File: config.mk
export PLATFORM = sky130hd
export DESIGN_NAME = inst_fetch
export DESIGN_NICKNAME = d
export VERILOG_FILES = /design/src/rtl/inst_fetch.sv
export SDC_FILE = /design/constraint.sdc
export NUM_CORES = 1
export LEC_CHECK = 0
export ABC_AREA = 0
export BUFFER_PORTS_ARGS = -buffer_cell sky130_fd_sc_hd__buf_2
export CAP_MARGIN = 40
export CORE_ASPECT_RATIO = 0.5
export CORE_MARGIN = 2
export CORE_UTILIZATION = 45
export DETAILED_ROUTE_END_ITERATION = 7
export PLACE_DENSITY = 0.77
export RECOVER_POWER = 100
export SYNTH_ARGS = -nofsm -noshare
export SYNTH_HDL_FRONTEND = slang
export SYNTH_SLANG_ARGS = --single-unit
File: constraint.sdc
create_clock -name clk -period 2.3 [get_ports clk]
set_input_delay 0.46 -clock clk [delete_from_list [all_inputs] [get_ports clk]]
set_output_delay 0.46 -clock clk [all_outputs]
set_load 0.02 [all_outputs]
File: src/rtl/inst_fetch.sv
// Instruction fetch stage: single-outstanding-request fetcher feeding a registered fetch/decode
// stage, with a one-entry skid buffer for responses that arrive while decode is stalled.
module inst_fetch #(
   parameter logic [31:0] RESET_PC = 32'h0000_0000
) (
   input  logic        clk,
   input  logic        rst,
   input  logic        stall_i,
   input  logic        branch_flag_i,
   input  logic [31:0] branch_addr_i,
   output logic        imem_req_o,
   output logic [31:0] imem_addr_o,
   input  logic        imem_gnt_i,
   input  logic        imem_rvalid_i,
   input  logic [31:0] imem_rdata_i,
   output logic [31:0] if_pc_o,
   output logic [31:0] if_inst_o,
   output logic        if_valid_o
);

   typedef enum logic [1:0] {StReq, StWait, StHold} state_e;

   localparam logic [31:0] ResetPcAligned = RESET_PC & 32'hFFFF_FFFC;

   state_e      state_q, state_d;
   logic [31:0] pc_q, pc_d;
   logic        kill_q, kill_d;
   logic [31:0] skid_q, skid_d;
   logic [31:0] if_pc_q, if_pc_d;
   logic [31:0] if_inst_q, if_inst_d;
   logic        if_valid_q, if_valid_d;
   logic        load;
   logic [31:0] load_data;

   assign imem_req_o  = (state_q == StReq);
   assign imem_addr_o = pc_q;
   assign if_pc_o     = if_pc_q;
   assign if_inst_o   = if_inst_q;
   assign if_valid_o  = if_valid_q;

   always_comb begin
      state_d   = state_q;
      pc_d      = pc_q;
      kill_d    = kill_q;
      skid_d    = skid_q;
      load      = 1'b0;
      load_data = skid_q;

      if (branch_flag_i) begin
         pc_d   = {branch_addr_i[31:2], 2'b00};
         skid_d = 32'h0;
         unique case (state_q)
            StReq: begin
               // The old address was accepted this cycle; its response must be dropped.
               if (imem_gnt_i) begin
                  state_d = StWait;
                  kill_d  = 1'b1;
               end
            end
            StWait: begin
               if (imem_rvalid_i) begin
                  state_d = StReq;
                  kill_d  = 1'b0;
               end else begin
                  kill_d = 1'b1;
               end
            end
            default: state_d = StReq;
         endcase
      end else begin
         unique case (state_q)
            StReq: begin
               if (imem_gnt_i) state_d = StWait;
            end
            StWait: begin
               if (imem_rvalid_i) begin
                  if (kill_q) begin
                     state_d = StReq;
                     kill_d  = 1'b0;
                  end else if (!stall_i) begin
                     load      = 1'b1;
                     load_data = imem_rdata_i;
                     pc_d      = pc_q + 32'd4;
                     state_d   = StReq;
                  end else begin
                     skid_d  = imem_rdata_i;
                     state_d = StHold;
                  end
               end
            end
            StHold: begin
               if (!stall_i) begin
                  load      = 1'b1;
                  load_data = skid_q;
                  pc_d      = pc_q + 32'd4;
                  state_d   = StReq;
               end
            end
            default: state_d = StReq;
         endcase
      end

      if_pc_d    = if_pc_q;
      if_inst_d  = if_inst_q;
      if_valid_d = if_valid_q;
      if (branch_flag_i) begin
         if_inst_d  = 32'h0;
         if_valid_d = 1'b0;
      end else if (load) begin
         if_pc_d    = pc_q;
         if_inst_d  = load_data;
         if_valid_d = 1'b1;
      end else if (!stall_i) begin
         if_inst_d  = 32'h0;
         if_valid_d = 1'b0;
      end
   end

   always_ff @(posedge clk) begin
      if (rst) begin
         state_q    <= StReq;
         pc_q       <= ResetPcAligned;
         kill_q     <= 1'b0;
         skid_q     <= 32'h0;
         if_pc_q    <= 32'h0;
         if_inst_q  <= 32'h0;
         if_valid_q <= 1'b0;
      end else begin
         state_q    <= state_d;
         pc_q       <= pc_d;
         kill_q     <= kill_d;
         skid_q     <= skid_d;
         if_pc_q    <= if_pc_d;
         if_inst_q  <= if_inst_d;
         if_valid_q <= if_valid_d;
      end
   end

endmodule

==> impl_metrics.csv <==
group,metric,value,unit
sta,holdWs,0.288,ns
synth,syn_area,0.00554,mm²
sta,layout_setup_ws,-0.00607,ns
critical_path,endpoint_kind,"register",
placed_design,port_buffers,161,
sta,slew_headroom,45.2,%
detailed_routing,drc_errors,0,
critical_path,cp-start-kind,"register",
critical_path,r2r-start,"state_q[1]",
critical_path,critPathRequiredTime,2.61,ns
die,fp.dieH,82.5,µm
clocking,root_buffer,"clkbuf_16",
pwr,leakagePower,2.45,nW
sta,hold_viol,0,
outcome,outcome,"finished with violations",
worst_hold_path,min-delay-path-class,"primary input to register",
critical_path,ff2ff_path_depth,7,
critical_path,worstSetupPathType,"register to register",
cells_and_area,final_cells,1031,
die,die_area,0.0133,mm²
outcome,violations,"negative setup slack",
cells_and_area,diodes,0,
synth,synth_edf_count,0,
sta,post-route-min-period,2.31,ns
cells_and_area,final_common_cell,"nand2_1",
synth,synth_seq_cells,128,
synth,synth_fa_ha_area_share,0.903,%
cells_and_area,layout_common_cells,"nand2_1, dfxtp_1, a21oi_1",
sta,drv_slew,0,
clocking,numCtsBuffers,17,
synth,yosysWarningCount,0,
die,io_pins,168,
critical_path,arrival,2.61,ns
global_routing,grt_pass1_wl,23.5,mm
sta,fin_worst_skew,0.00836,ns
synth,async_flop_share,0,%
cells_and_area,layout-drive-gt1-share,18.7,%
synth,synth_compound_area_share,15.5,%
global_routing,grt_pass1_vias,4836,
clocking,clk_pin_slew,0.05,ns
run,maxCapViolCount,0,
critical_path,r2r-end,"imem_addr_o[12]",
clocking,worstSkewPairLatency,0.40,ns
clocking,clock_sinks,128,
sta,post-route-period-util,100,%
critical_path,regToRegSetupSlack,-0.006,ns
global_routing,grtUsageTotal,22.3,%
sta,setup_viol_count_final,1,
placed_design,dp.cells,998,
clocking,hold_buffers,0,
sta,fmax,434,MHz
detailed_routing,final_antenna_net_count,0,
global_routing,grt_max_degree,64,
synth,syn-instance-count,699,
synth,ys_types,49,
synth,synth.top_cell.area_share,46.2,%
detailed_routing,drt-vias-per-instance,5.21,
cells_and_area,fin_nets,929,
synth,yosys-top-cells-area,"dfxtp_1, nand2_1, a21oi_1",
cells_and_area,synthToLayoutAreaGrowth,29.8,%
detailed_routing,dr.pass1.iters,6,
detailed_routing,drt_iter0_drc,329,
pwr,ir_worst_vdd,0.446,mV
synth,synthXorXnorAreaFrac,3.48,%
clocking,h-tree-depth,4,
placed_design,gp_congestion,0.838,
die,start_util,46.5,%
die,die_w,161,µm
placed_design,dpl.hpwl,10.1,mm
detailed_routing,wl_per_cell,14.7,µm
worst_hold_path,hold_path_depth,3,
cells_and_area,utilization,60.4,%
clocking,clockBufferDepth,2,
synth,ys_seq_area_share,46.2,%
synth,synth_top_family_by_area,"simple AND/OR/NAND/NOR gates",
synth,synth_area_per_cell,7.93,µm²
detailed_routing,wl,15.2,mm
detailed_routing,num_vias,5369,
global_routing,antenna_found_initial,0,
synth,yosysTopAreaCell,"dfxtp_1",
synth,synthSimpleGateAreaFrac,23.0,%
critical_path,cp_max_fo,6,
pwr,powerDensity,729,mW/mm²
synth,synth.area.mux_share,6.34,%
die,core,0.0119,mm²
die,num_rows,28,
synth,synthFlopType,"dfxtp_1",
sta,tightest_slew,0.822,ns
global_routing,grt-ovfl-total,0,
clocking,cts_tree,"built",
worst_hold_path,worstHoldStart,"branch_addr_i[8]",
worst_hold_path,min_to,"imem_addr_o[8]",
==> power by group <==
part	total (W)	internal (W)	switching [W]	leakage, nW
Clock	0.00249	0.00155	0.000933	0.270
Combinational	0.000438	0.000170	0.000267	1.13
Sequential	0.00232	0.00226	0.0000606	1.05
Total	0.00525	0.00399	0.00126	2.45
==> final cells by class <==
class                   instances  area, µm²
fillers                      1065       4710
multi-input cells             512       2870
flip-flops and latches        128       2600
repair buffers                188        946
clock buffers                  24        482
well taps                     165        206
clock inverters                 6       58.8
inverters                       8       30.0
==> worst max-delay path, cell delays in order, from the launching register on <==
cell,delay [ns]
dfxtp_1,0.36
inv_2,0.07
ha_4,0.18
buf_4,0.14
or3b_4,0.40
a2111o_1,0.43
or3_1,0.36
a311oi_2,0.27
==> per-stage QoR <==
step           setup TNS [ns]  worst slack, ns  total power [W]  instance area (µm²)
2_1_floorplan               0         0.000358          0.00261                 5630
3_5_place_dp           -0.139          -0.0505          0.00279                 6650
6_report             -0.00607         -0.00607          0.00525                 7200
3_3_place_gp                0           0.0319          0.00278                 6620
5_1_grt               -0.0673          -0.0497          0.00544                 7200
4_1_cts               -0.0100         -0.00565          0.00527                 7190
==> cell families (layout without fill, tap and decap cells) <==
| group | Yosys count | in the layout |
|---|---|---|
| and+or+nand+nor | 299 | 299 |
| other | 1 | 4 |
| adders and majority gates | 4 | 4 |
| xor gates and xnor gates | 22 | 22 |
| DFF | 128 | 128 |
| muxes | 35 | 35 |
| AOI/OAI and AO/OA | 148 | 148 |
| buffers and inverters | 62 | 226 |
==> worst max-delay path by stage <==
| stage | startpoint | end | slack (ns) | cells after the start |
|---|---|---|---|---|
| detailed placement | stall_i | imem_addr_o[18] | -0.05 | 6 |
| global placement | stall_i | imem_addr_o[11] | 0.03 | 7 |
| global route | state_q[1] | imem_addr_o[12] | -0.05 | 7 |
| finish | state_q[1] | imem_addr_o[12] | -0.006 | 7 |
| floorplan | imem_addr_o[10] | imem_addr_o[31] | 0.0004 | 7 |
| CTS | state_q[1] | imem_addr_o[28] | -0.006 | 8 |
==> flip-flops by register name, summed over array words and instances, names as in the netlist <==
signal,flops
if_inst_o,32
skid_q,32
if_pc_o,30
imem_addr_o,30
state_q,2
if_valid_o,1
kill_q,1
==> synth_stat cells, types with 3 or more instances <==
| cell type | n |
|---|---|
| nand2_1 | 156 |
| nand3_1 | 9 |
| xnor2_1 | 18 |
| and3_1 | 3 |
| buf_4 | 4 |
| clkbuf_1 | 45 |
| or4_1 | 4 |
| inv_1 | 8 |
| o31ai_1 | 4 |
| dfxtp_1 | 128 |
| nor2_1 | 90 |
| a311oi_1 | 6 |
| nor4_1 | 9 |
| o21ai_0 | 4 |
| a211oi_1 | 14 |
| a21oi_1 | 106 |
| mux2i_1 | 34 |
| ha_1 | 4 |
| or3_1 | 4 |
| xor2_1 | 4 |
| nand4_1 | 3 |
| buf_1 | 3 |
| nor3_1 | 4 |
==> metal layers <==
metal / GRT usage [%] / part of all wire [%] / up-vias
met5: 0 / 0 / -
met4: 8.30 / 1.3 / 0
met3: 4.75 / 4.7 / 17
met2: 39.2 / 48 / 147
met1: 27.6 / 46 / 2524
li1: - / - / 2681
==> timing repair <==
action	4_1_cts	5_1_grt
setup endpoints to repair	3	33
setup buffers	0	3
resized for setup	1	19
cloned	0	0
pin swaps	0	1
Power figures use the tool's default switching activity.
